<file path="config.mk">
export PLATFORM = sky130hd
export DESIGN_NAME = tnoc_axi_read_outstanding_limiter_flat
export DESIGN_NICKNAME = d
export VERILOG_FILES = /design/src/rtl/tnoc_axi_read_outstanding_limiter_if.sv /design/src/rtl/tnoc_axi_read_outstanding_limiter.sv /design/src/flat_wrapper.sv
export SDC_FILE = /design/constraint.sdc
export NUM_CORES = 1
export LEC_CHECK = 0
export CORE_MARGIN = 4
export CORE_UTILIZATION = 45
export CTS_CLUSTER_DIAMETER = 150
export DETAILED_ROUTE_END_ITERATION = 12
export PLACE_DENSITY = 0.91
export SYNTH_ARGS = -nofsm -noshare
export SYNTH_HDL_FRONTEND = slang
export SYNTH_SLANG_ARGS = --single-unit
</file>
<file path="constraint.sdc">
create_clock -name clk -period 5.9 [get_ports clk]
set_clock_uncertainty 0.15 [all_clocks]
set_input_delay 1.77 -clock clk [delete_from_list [all_inputs] [get_ports clk]]
set_output_delay 1.77 -clock clk [all_outputs]
set_load 0.005 [all_outputs]
</file>
<file path="src/rtl/tnoc_axi_read_outstanding_limiter_if.sv">
// tnoc_axi_read_outstanding_limiter_if: NoC/AXI configuration package and AXI read channel bundle
// shared by the outstanding-read limiter and its neighbours.
package tnoc_axi_pkg;
    typedef struct packed {
        int addr_width;
        int id_width;
        int data_width;
        int length_width;
    } tnoc_config;

    localparam tnoc_config TNOC_DEFAULT_CONFIG = '{
        addr_width:   32,
        id_width:     4,
        data_width:   32,
        length_width: 8
    };
endpackage

interface tnoc_axi_read_if #(
    parameter tnoc_axi_pkg::tnoc_config CONFIG = tnoc_axi_pkg::TNOC_DEFAULT_CONFIG
);
    localparam int IDW = CONFIG.id_width;
    localparam int AW  = CONFIG.addr_width;
    localparam int DW  = CONFIG.data_width;
    localparam int LW  = CONFIG.length_width;

    logic           arvalid;
    logic           arready;
    logic [IDW-1:0] arid;
    logic [AW-1:0]  araddr;
    logic [LW-1:0]  arlen;
    logic [2:0]     arsize;
    logic [1:0]     arburst;
    logic           rvalid;
    logic           rready;
    logic [IDW-1:0] rid;
    logic [DW-1:0]  rdata;
    logic [1:0]     rresp;
    logic           rlast;

    modport master (
        output arvalid, arid, araddr, arlen, arsize, arburst, rready,
        input  arready, rvalid, rid, rdata, rresp, rlast
    );

    modport slave (
        input  arvalid, arid, araddr, arlen, arsize, arburst, rready,
        output arready, rvalid, rid, rdata, rresp, rlast
    );
endinterface

</file>
<file path="src/rtl/tnoc_axi_read_outstanding_limiter.sv">
// tnoc_axi_read_outstanding_limiter: buffers AR in a 2-entry skid FIFO and only issues while fewer than
// MAX_OUTSTANDING reads await their last R beat; R is a zero-latency pass-through.
module tnoc_axi_read_outstanding_limiter #(
    parameter tnoc_axi_pkg::tnoc_config CONFIG          = tnoc_axi_pkg::TNOC_DEFAULT_CONFIG,
    parameter int                       MAX_OUTSTANDING = 8,
    localparam int                      COUNT_WIDTH     = $clog2(MAX_OUTSTANDING + 1)
) (
    input  logic                   clk,
    input  logic                   rst_n,
    input  logic                   i_drain,
    tnoc_axi_read_if.slave         axi_in_if,
    tnoc_axi_read_if.master        axi_out_if,
    output logic [COUNT_WIDTH-1:0] o_outstanding,
    output logic                   o_idle,
    output logic                   o_error
);
    localparam int IDW = CONFIG.id_width;
    localparam int AW  = CONFIG.addr_width;
    localparam int LW  = CONFIG.length_width;
    localparam int EW  = IDW + AW + LW + 3 + 2;
    localparam logic [COUNT_WIDTH-1:0] MAX_CNT = COUNT_WIDTH'(MAX_OUTSTANDING);

    logic [EW-1:0]          entry_q [2];
    logic [EW-1:0]          in_entry;
    logic [1:0]             entries_q, entries_d;
    logic                   wr_ptr_q, rd_ptr_q;
    logic [COUNT_WIDTH-1:0] count_q, count_d;
    logic                   error_q, error_d;
    logic                   push, pop, last_beat;

    assign in_entry  = {axi_in_if.arid, axi_in_if.araddr, axi_in_if.arlen, axi_in_if.arsize, axi_in_if.arburst};
    assign push      = axi_in_if.arvalid && axi_in_if.arready;
    assign pop       = axi_out_if.arvalid && axi_out_if.arready;
    assign last_beat = axi_out_if.rvalid && axi_out_if.rready && axi_out_if.rlast;

    // Upstream ready depends only on registered occupancy, breaking the arready path.
    assign axi_in_if.arready  = (entries_q != 2'd2) && !i_drain;
    assign axi_out_if.arvalid = (entries_q != 2'd0) && (count_q < MAX_CNT);
    assign {axi_out_if.arid, axi_out_if.araddr, axi_out_if.arlen, axi_out_if.arsize, axi_out_if.arburst} = entry_q[rd_ptr_q];

    assign axi_in_if.rvalid  = axi_out_if.rvalid;
    assign axi_in_if.rid     = axi_out_if.rid;
    assign axi_in_if.rdata   = axi_out_if.rdata;
    assign axi_in_if.rresp   = axi_out_if.rresp;
    assign axi_in_if.rlast   = axi_out_if.rlast;
    assign axi_out_if.rready = axi_in_if.rready;

    assign o_outstanding = count_q;
    assign o_idle        = (count_q == '0) && (entries_q == 2'd0);
    assign o_error       = error_q;

    always_comb begin
        entries_d = entries_q;
        count_d   = count_q;
        error_d   = 1'b0;
        if (push && !pop) entries_d = entries_q + 2'd1;
        else if (pop && !push) entries_d = entries_q - 2'd1;
        if (pop && !last_beat) count_d = count_q + COUNT_WIDTH'(1);
        else if (last_beat && !pop) begin
            if (count_q == '0) error_d = 1'b1;
            else count_d = count_q - COUNT_WIDTH'(1);
        end
    end

    always_ff @(posedge clk or negedge rst_n) begin
        if (!rst_n) begin
            entries_q <= 2'd0;
            wr_ptr_q  <= 1'b0;
            rd_ptr_q  <= 1'b0;
            count_q   <= '0;
            error_q   <= 1'b0;
        end else begin
            entries_q <= entries_d;
            wr_ptr_q  <= wr_ptr_q ^ push;
            rd_ptr_q  <= rd_ptr_q ^ pop;
            count_q   <= count_d;
            error_q   <= error_d;
        end
    end

    // Payload storage needs no reset; occupancy alone decides validity.
    always_ff @(posedge clk) begin
        if (push) entry_q[wr_ptr_q] <= in_entry;
    end
endmodule
</file>
<file path="src/flat_wrapper.sv">
// flat-port wrapper written by rule: the top's interface ports become plain ports
module tnoc_axi_read_outstanding_limiter_flat 
#(
    parameter tnoc_axi_pkg::tnoc_config CONFIG          = tnoc_axi_pkg::TNOC_DEFAULT_CONFIG,
    parameter int                       MAX_OUTSTANDING = 8,
    localparam int                      COUNT_WIDTH     = $clog2(MAX_OUTSTANDING + 1)
)
  (clk, rst_n, i_drain, o_outstanding, o_idle, o_error, axi_in_if_arvalid, axi_in_if_arid, axi_in_if_araddr, axi_in_if_arlen, axi_in_if_arsize, axi_in_if_arburst, axi_in_if_rready, axi_in_if_arready, axi_in_if_rvalid, axi_in_if_rid, axi_in_if_rdata, axi_in_if_rresp, axi_in_if_rlast, axi_out_if_arvalid, axi_out_if_arid, axi_out_if_araddr, axi_out_if_arlen, axi_out_if_arsize, axi_out_if_arburst, axi_out_if_rready, axi_out_if_arready, axi_out_if_rvalid, axi_out_if_rid, axi_out_if_rdata, axi_out_if_rresp, axi_out_if_rlast);
  tnoc_axi_read_if #(.CONFIG(CONFIG)) axi_in_if_i ();
  tnoc_axi_read_if #(.CONFIG(CONFIG)) axi_out_if_i ();
  input  logic clk;
  input  logic rst_n;
  input  logic i_drain;
  output logic [COUNT_WIDTH-1:0] o_outstanding;
  output logic o_idle;
  output logic o_error;
  input wire logic [$bits(axi_in_if_i.arvalid)-1:0] axi_in_if_arvalid;
  input wire logic [$bits(axi_in_if_i.arid)-1:0] axi_in_if_arid;
  input wire logic [$bits(axi_in_if_i.araddr)-1:0] axi_in_if_araddr;
  input wire logic [$bits(axi_in_if_i.arlen)-1:0] axi_in_if_arlen;
  input wire logic [$bits(axi_in_if_i.arsize)-1:0] axi_in_if_arsize;
  input wire logic [$bits(axi_in_if_i.arburst)-1:0] axi_in_if_arburst;
  input wire logic [$bits(axi_in_if_i.rready)-1:0] axi_in_if_rready;
  output wire logic [$bits(axi_in_if_i.arready)-1:0] axi_in_if_arready;
  output wire logic [$bits(axi_in_if_i.rvalid)-1:0] axi_in_if_rvalid;
  output wire logic [$bits(axi_in_if_i.rid)-1:0] axi_in_if_rid;
  output wire logic [$bits(axi_in_if_i.rdata)-1:0] axi_in_if_rdata;
  output wire logic [$bits(axi_in_if_i.rresp)-1:0] axi_in_if_rresp;
  output wire logic [$bits(axi_in_if_i.rlast)-1:0] axi_in_if_rlast;
  output wire logic [$bits(axi_out_if_i.arvalid)-1:0] axi_out_if_arvalid;
  output wire logic [$bits(axi_out_if_i.arid)-1:0] axi_out_if_arid;
  output wire logic [$bits(axi_out_if_i.araddr)-1:0] axi_out_if_araddr;
  output wire logic [$bits(axi_out_if_i.arlen)-1:0] axi_out_if_arlen;
  output wire logic [$bits(axi_out_if_i.arsize)-1:0] axi_out_if_arsize;
  output wire logic [$bits(axi_out_if_i.arburst)-1:0] axi_out_if_arburst;
  output wire logic [$bits(axi_out_if_i.rready)-1:0] axi_out_if_rready;
  input wire logic [$bits(axi_out_if_i.arready)-1:0] axi_out_if_arready;
  input wire logic [$bits(axi_out_if_i.rvalid)-1:0] axi_out_if_rvalid;
  input wire logic [$bits(axi_out_if_i.rid)-1:0] axi_out_if_rid;
  input wire logic [$bits(axi_out_if_i.rdata)-1:0] axi_out_if_rdata;
  input wire logic [$bits(axi_out_if_i.rresp)-1:0] axi_out_if_rresp;
  input wire logic [$bits(axi_out_if_i.rlast)-1:0] axi_out_if_rlast;
  assign axi_in_if_i.arvalid = axi_in_if_arvalid;
  assign axi_in_if_i.arid = axi_in_if_arid;
  assign axi_in_if_i.araddr = axi_in_if_araddr;
  assign axi_in_if_i.arlen = axi_in_if_arlen;
  assign axi_in_if_i.arsize = axi_in_if_arsize;
  assign axi_in_if_i.arburst = axi_in_if_arburst;
  assign axi_in_if_i.rready = axi_in_if_rready;
  assign axi_in_if_arready = axi_in_if_i.arready;
  assign axi_in_if_rvalid = axi_in_if_i.rvalid;
  assign axi_in_if_rid = axi_in_if_i.rid;
  assign axi_in_if_rdata = axi_in_if_i.rdata;
  assign axi_in_if_rresp = axi_in_if_i.rresp;
  assign axi_in_if_rlast = axi_in_if_i.rlast;
  assign axi_out_if_arvalid = axi_out_if_i.arvalid;
  assign axi_out_if_arid = axi_out_if_i.arid;
  assign axi_out_if_araddr = axi_out_if_i.araddr;
  assign axi_out_if_arlen = axi_out_if_i.arlen;
  assign axi_out_if_arsize = axi_out_if_i.arsize;
  assign axi_out_if_arburst = axi_out_if_i.arburst;
  assign axi_out_if_rready = axi_out_if_i.rready;
  assign axi_out_if_i.arready = axi_out_if_arready;
  assign axi_out_if_i.rvalid = axi_out_if_rvalid;
  assign axi_out_if_i.rid = axi_out_if_rid;
  assign axi_out_if_i.rdata = axi_out_if_rdata;
  assign axi_out_if_i.rresp = axi_out_if_rresp;
  assign axi_out_if_i.rlast = axi_out_if_rlast;
  tnoc_axi_read_outstanding_limiter #(.CONFIG(CONFIG), .MAX_OUTSTANDING(MAX_OUTSTANDING)) u_core (.clk(clk), .rst_n(rst_n), .i_drain(i_drain), .axi_in_if(axi_in_if_i), .axi_out_if(axi_out_if_i), .o_outstanding(o_outstanding), .o_idle(o_idle), .o_error(o_error));
endmodule
</file>
# Yosys cells after proc, flatten, opt, wreduce, memory -nomap -nowiden
# Memory sizes are Yosys's and may differ from the RTL's.
# Cells that the tools add are included.
# op_classes
n_reduce_logical	21
mul	0
eq_ne	2
n_addsub	4
div_mod_pow	0
bitwise	2
n_mux	10
magnitude_cmp	1
n_shift	0
# op_table
operator	n
$mux W4	3
$logic_and A1 B1 Y1	11
$reduce_bool A2 Y1	3
$mux W1	5
$add A4 B1 Y4 const B	1
$logic_not A1 Y1	4
$logic_not A4 Y1	1
$lt A4 B4 Y1 const B	1
$mux W2	2
$ne A2 B2 Y1 const B	2
$sub A4 B1 Y4 const B	1
$add A2 B1 Y2 const B	1
$logic_not A2 Y1	1
$reduce_and A2 Y1	1
$sub A2 B1 Y2 const B	1
$xor A1 B1 Y1	2
# totals
latch_bits	0
mem_bits_rw	98
reg_bits	9
wordCells	46
n_memories	1
mem_bits_ro	0
# memory_table
memory	depth	width	read_ports	rd_clocked_by_memory_dff	write_ports	line_no	text
u_core.entry_q	2	49	1	0	1	tnoc_axi_read_outstanding_limiter.sv:23	logic [EW-1:0] entry_q [2];

# Longest topological paths before layout
# Gate-level depths: netlist of run 1.
# depth
depth_word	7
mapped_depth	11
mapped_depth_nobuf	11

# Worst setup path after synthesis of run 1
# OpenSTA, ideal clock, no wires.
# synth_timing
path_kind	input to register
start	in i_drain
end	mem u_core.entry_q[1][0] (netlist name) (enable)
cell_stages	3
arrival_time_ps	3354
setup_slack_ps	1984
setup_ps	412
required_time_ps	5338
cell_sequence	a21oi_1 -> and2_1 -> ha_1
# synth_via
elab_chain_len	5
# synth_lines
element	line_no	text
from (decl)	flat_wrapper.sv:13	input logic i_drain;
$logic_not A1 Y1	tnoc_axi_read_outstanding_limiter.sv:37	assign axi_in_if.arready = (entries_q != 2'd2) && !i_drain;
$logic_and A1 B1 Y1	tnoc_axi_read_outstanding_limiter.sv:37	
$logic_and A1 B1 Y1	tnoc_axi_read_outstanding_limiter.sv:32	assign push = axi_in_if.arvalid && axi_in_if.arready;
$mux W1	tnoc_axi_read_outstanding_limiter.sv:83	if (push) entry_q[wr_ptr_q] <= in_entry;
$mux W1 (implied by the code)	tnoc_axi_read_outstanding_limiter.sv:83	
to (decl)	tnoc_axi_read_outstanding_limiter.sv:23	
# No other way between the ends.

# Worst setup path after layout of run 1
# layout_timing
start	in i_drain
end	out axi_in_if_arready
# layout_via
elab_chain_len	2
# layout_lines
element	line_no	text
$logic_not A1 Y1	tnoc_axi_read_outstanding_limiter.sv:37	
$logic_and A1 B1 Y1	tnoc_axi_read_outstanding_limiter.sv:37	
to (decl)	flat_wrapper.sv:24	output wire logic [$bits(axi_in_if_i.arready)-1:0] axi_in_if_arready;
# No other way between the ends.

==> summary.md, run 1 <==
| Metric | Value |
|---|---|
| Final worst slack | `1.12 ns` |
| Antenna diode count | `0` |
| Max Freq | `0.209 GHz` |
| Area growth syn-to-layout | `26.6%` |
| Top cell type's share of synthesized area | `67.0%` |
| Multi-input gate area | `863 sq um` |
| WP data arrival | `2.86 ns` |
| DP Area | `0.00538 sq mm` |
| Setup Buffers After CTS | `0` |
| CTS buffer count | `9` |
| Fraction of the yosys area taken by sequential cells | `72.2%` |
| Design area | `0.00556 sq mm` |
| Core area | `0.00937 sq mm` |
| I/O pin cnt | `193` |
| Pwr per Cell Area | `399 mW/mm^2` |
| Final GP Congestion | `0.736` |
| Max_cap viols | `0` |
| Synth top cells by count | `edfxtp_1, mux2_2, buf_4` |
| Skew-Pair Late Insertion Delay | `0.35 ns` |
| Critical Path RT | `3.98 ns` |
| Input/output buffers | `116` |
| GRT overflow | `0` |
| Netlist cell types | `24` |
| Die span in x | `107 um` |
| Syn Area/Cell | `17.6 sq um` |
| First-pass GRT wire length | `12500 um` |
| Leak | `1.92 nW` |
| Minimum clock period | `4.78 ns` |
| Final period util | `81.0%` |
| Hpwl dp | `5310 um` |
| Initial antenna violation count | `0` |
| Tightest Pin Transition | `1.24 ns` |
| Status | `finished, final reports clean` |
| Final-report setup violation count | `0` |
| CP Max Fanout | `2` |
| Total Routing Usage GR | `14.0%` |
| Area leader, netlist | `edfxtp_1` |
| Maximum VDD drop | `0.271 mV` |
| Crit path kind | `input port to primary output` |
| Vias per inst | `4.86` |
| Number of fill cells in the layout | `723` |
| Largest net degree at the start of global routing | `51` |
| Post-Syn Instances | `249` |
| Core Rows | `35` |
| Die height | `107 um` |
| Headroom to the max-slew limit | `17.2%` |
| CP endpoint kind | `primary output` |
| Crit path launch type | `input port` |
| Post-synthesis register bit count | `107` |
| H-tree depth | `3` |
| Layout cells sized above 1 | `20.4%` |
| RSZ-0062 raised after global routing | `false` |
| DRC Markers | `0` |
| Clock Root Buffer | `clkbuf_8` |
| CTS tree | `built` |
| Worst-path clk slew | `0.09 ns` |
| Synth area leaders | `edfxtp_1, mux2_2, buf_4, dfrtp_1, ha_1` |
| Hold Crit Class | `flip-flop to flip-flop` |
| Final TNS setup | `0 ns` |
| Bufs on Longest Clock Path | `2` |
| Final net count | `432` |
| Syn Nets | `352` |
| Vias in the first global route | `2487` |
| Mapped Area | `0.00439 sq mm` |
| Area of the die | `0.0114 sq mm` |
| Slew Limit Fails | `0` |
| Yosys warns | `0` |
| Util after Layout | `59.3%` |
| Asr flop ratio synth | `8.41%` |
| Top-count cell post-synth | `edfxtp_1` |
| Initial Util | `46.8%` |
| Top_reg_cell synth | `edfxtp_1` |
| Hold_buf cts | `0` |
| Vias | `2249` |
| 1st-iter DRT viols | `76` |
| Drt wl/cell | `17.2 um` |
| Place WS | `1.13 ns` |
| DRT Pass-1 Iters | `4` |
| Seq. cell area | `0.00317 sq mm` |
| Post-CTS sizing | `0` |
| DRT Wirelength | `7970 um` |
| Final ANT Viol Nets | `0` |
| Sink Count | `107` |
| Endpoints failing hold | `0` |
| Post-synth EDFFs | `98` |
path summary, 6_finish.rpt:
| path | slack, ns | endpoint | cells past startpoint | start |
|---|---|---|---|---|
| max | 1.12 | axi_in_if_arready | 3 | i_drain |
| min | 0.40 | u_core.entries_q[1]$_DFFE_PN0P_ | 1 | u_core.entries_q[1]$_DFFE_PN0P_ |
| max reg2reg | 3.36 | u_core.o_outstanding[3]$_DFFE_PN0P_ | 11 | u_core.entries_q[0]$_DFFE_PN0P_ |
| min reg2reg | 0.40 | u_core.entries_q[1]$_DFFE_PN0P_ | 1 | u_core.entries_q[1]$_DFFE_PN0P_ |
| max in group asynchronous | 3.70 | u_core.rd_ptr_q$_DFF_PN0_ | 1 | rst_n |
| min in group asynchronous | 1.57 | u_core.o_outstanding[0]$_DFFE_PN0P_ | 1 | rst_n |
per-stage QoR:
step,power (mW),hold slack [ns],instances
6_report,2.22,0.397,463
5_1_grt,2.34,0.432,463
4_1_cts,2.25,0.396,463
3_5_place_dp,1.84,0.372,447
3_3_place_gp,1.81,0.368,447
2_1_floorplan,1.45,0.334,249
flip-flops by register name, indices dropped and copies added (netlist names):
register and count:
u_core.entry_q 98, u_core.o_outstanding 4, u_core.entries_q 2, u_core.o_error 1
u_core.rd_ptr_q 1, u_core.wr_ptr_q 1
cells by family after synthesis:
kind of cell,after synthesis,share of synthesized area (%)
AO/OA/AOI/OAI,6,0.998
adder cells (fa/ha/maj),8,2.45
XOR/XNOR,6,1.20
flip-flops,107,72.2
AND/OR/NAND/NOR,17,1.88
multiplexers,51,13.0
buffers and inverters,54,8.27
report_power, final:
group	internal, mW	switching, mW
clock	0.158	0.248
sequential	0.954	0.121
combinational	0.483	0.253
critical path, cell delays in order:
cell,delay [ns]
clkdlybuf4s50_1,0.39
a21oi_1,0.17
clkdlybuf4s50_1,0.53
placed cells by master (no fill, tap or decap), types with 2 or more instances in the layout:
master and count:
clkdlybuf4s50_1 116, edfxtp_1 98, mux2_2 49, clkbuf_8 9
dfrtp_1 8, inv_1 7, nor2_1 7, nand2_1 5
ha_1 5, xnor2_1 3, xor2_1 3, a21oi_1 2
mux2i_1 2, ha_2 2, clkinv_1 2, inv_8 2
area by class of cell:
class / count / area share, %
Clock buffer: 9 / 2.23
Clock inverter: 7 / 0.923
Inverter: 7 / 0.473
Multi-Input combinational cell: 88 / 15.5
Sequential cell: 107 / 57.0
Tap cell: 129 / 2.90
Timing Repair Buffer: 116 / 20.9
metal layers:
metal,global-route usage (%),part of all wire (%)
met4,4.93,1.2
met2,25.1,51
met3,3.91,6.1
met1,16.1,42
met5,0,0
Note: power is estimated with default switching activity, not from simulation.
==> run 2, diff against run 1 <==
CORE_UTILIZATION = 38   (was 45)
PLACE_DENSITY = 0.83   (was 0.91)
clock period = 4.37 ns   (was 5.9 ns; I/O delays follow)
==> run 2 against run 1 <==
Combinational power rose by 46%. Worst setup slack worse by 0.66 ns. Sequential share of layout area down 1.6 points. Critical path type unchanged.
==> summary.md, run 2 (same netlist as run 1, synthesis figures left out) <==
| Metric | Value |
|---|---|
| DRT Wirelength | `8240 um (+3.4%)` |
| Core Rows | `38 (+8.6%)` |
| Hpwl dp | `5710 um (+7.5%)` |
| Post-CTS sizing | `0 (unchanged)` |
| Headroom to the max-slew limit | `56.0% (+39 points)` |
| Hold Crit Class | `flip-flop to flip-flop` |
| Most frequent cells in the layout | `clkdlybuf4s50_1, edfxtp_1, mux2_2` |
| Area of the die | `0.0133 sq mm (+17%)` |
| Leak | `1.99 nW (+3.5%)` |
| Maximum VDD drop | `0.271 mV (+0.21%)` |
| Status | `finished, final reports clean` |
| CP Max Fanout | `2 (unchanged)` |
| Bufs on Longest Clock Path | `2 (unchanged)` |
| Slowest stage cell on the critical path | `clkdlybuf4s50_1` |
| Final ANT Viol Nets | `0 (unchanged)` |
| First-pass GRT wire length | `13200 um (+5.3%)` |
| Input/output buffers | `116 (unchanged)` |
| Max_cap viols | `0 (unchanged)` |
| WP data arrival | `2.45 ns (-0.41 ns)` |
| Placed cells | `461 (+3.1%)` |
| H-tree depth | `3 (unchanged)` |
| Critical Path RT | `2.91 ns (-1.07 ns)` |
| Top reg by flops | `u_core.entry_q` |
| Worst-path clk slew | `0.07 ns (-0.02 ns)` |
| Tightest Pin Transition | `0.660 ns (-0.583 ns)` |
| Drt wl/cell | `17.3 um (+0.34%)` |
| Hold path cells | `1 (unchanged)` |
| Fin cells | `477 (+3.0%)` |
| DRC Markers | `0 (unchanged)` |
| Die height | `115 um (+8.2%)` |
| Final TNS setup | `0 ns (unchanged)` |
| RSZ-0062 raised after global routing | `false` |
| Final net count | `435 (+0.69%)` |
| Endpoints failing hold | `0 (unchanged)` |
| Final GP Congestion | `0.789 (+7.3%)` |
| Crit path kind | `input port to primary output` |
| Initial Util | `39.6% (-7.2 points)` |
| Area growth syn-to-layout | `30.4%` |
| CP endpoint kind | `primary output` |
| Die span in x | `115 um (+8.2%)` |
| Worst reg2reg path depth | `11 (unchanged)` |
| Final period util | `89.5%` |
| Crit path buffers/inverters | `2 (unchanged)` |
| Vias | `2258 (+0.40%)` |
| Max reg flops | `98 (unchanged)` |
| Vias per inst | `4.73 (-2.5%)` |
| Antenna diode count | `0 (unchanged)` |
| Initial antenna violation count | `0 (unchanged)` |
| CTS buffer count | `9 (unchanged)` |
| CTS tree | `built` |
| DRT Pass-1 Iters | `4 (unchanged)` |
| Crit path launch type | `input port` |
| Worst path cell trace | `clkdlybuf4s50_1 > a21oi_1 > clkdlybuf4s50_1` |
| GRT overflow | `0 (unchanged)` |
| Largest delay share family, worst path | `buffers and inverters` |
| Final-report setup violation count | `0 (unchanged)` |
| Slew Limit Fails | `0 (unchanged)` |
| Pwr per Cell Area | `560 mW/mm^2 (+40%)` |
| Hold_buf cts | `0 (unchanged)` |
| Layout cells sized above 1 | `20.5% (+0.12 points)` |
| Sink Count | `107 (unchanged)` |
| Worst path depth | `3 (unchanged)` |
| Top cell by count, worst path | `clkdlybuf4s50_1` |
| I/O pin cnt | `193 (unchanged)` |
| Vias in the first global route | `2625 (+5.5%)` |
| Skew-Pair Late Insertion Delay | `0.33 ns (-0.02 ns)` |
| 1st-iter DRT viols | `85 (+12%)` |
| Clock Root Buffer | `clkbuf_16` |
| Most common cell after layout, fill and taps aside | `clkdlybuf4s50_1` |
| Minimum clock period | `3.91 ns` |
| Core area | `0.0111 sq mm (+18%)` |
| Max Freq | `0.256 GHz` |
| Total Routing Usage GR | `13.0% (-1.1 points)` |
| Crit-path max cell delay | `0.56 ns (+0.03 ns)` |
| Setup Buffers After CTS | `0 (unchanged)` |
| Largest net degree at the start of global routing | `43 (-16%)` |
## run 2: cell count changes in the layout (fill, tap and decap cells not counted), sizes merged
cell      previous run  this run
clkinvlp             1         0
clkinv               3         5
buf                  0         3
inv                 10         9
## run 2: report_power, final
| part | leakage (nW) | switching (mW) | internal (mW) |
|---|---|---|---|
| Sequential | 1.00 | 0.125 | 1.29 |
| Combinational | 0.857 | 0.391 | 0.678 |
| Clock | 0.130 | 0.338 | 0.384 |
## run 2: layout make-up
cell class,instances,area (sq um)
inverters,7,26.3
clock buffers,9,225
clock inverters,7,41.3
fillers,938,5360
multi-input cells,88,863
well taps,140,175
repair buffers,119,1220
flip-flops and latches,107,3170
## run 2: through the flow
step | power, mW | hold WS [ns] | setup WS (ns) | utilization [%] | area [sq um]
6_report | 3.20 | 0.404 | 0.461 | 51.6 | 5720
5_1_grt | 3.39 | 0.432 | 0.409 | 51.6 | 5720
3_5_place_dp | 2.52 | 0.383 | 0.448 | 49.2 | 5460
3_3_place_gp | 2.49 | 0.364 | 0.469 | 49.2 | 5460
4_1_cts | 3.25 | 0.397 | 0.448 | 51.6 | 5720
2_1_floorplan | 1.96 | 0.334 | 0.913 | - | 4390
## run 2: path summary, 6_finish.rpt
kind	startpoint	endpoint	slack, ns
setup / recovery	i_drain	axi_in_if_arready	0.46
hold / removal	u_core.entries_q[1]$_DFFE_PN0P_	u_core.entries_q[1]$_DFFE_PN0P_	0.40
setup reg to reg	u_core.entries_q[0]$_DFFE_PN0P_	u_core.o_outstanding[3]$_DFFE_PN0P_	1.88
hold reg to reg	u_core.entries_q[1]$_DFFE_PN0P_	u_core.entries_q[1]$_DFFE_PN0P_	0.40
max in group asynchronous	rst_n	u_core.rd_ptr_q$_DFF_PN0_	2.60
min in group asynchronous	rst_n	u_core.entries_q[1]$_DFFE_PN0P_	1.14
## run 2: metal layers
metal	vias up	GRT usage, %	share of wire [%]	wire length [um]
met5	-	0	0	0
met4	0	7.43	3.3	270
met3	32	3.29	7.5	622
met2	97	22.7	51	4210
met1	1085	14.4	38	3140
li1	1044	-	-	-
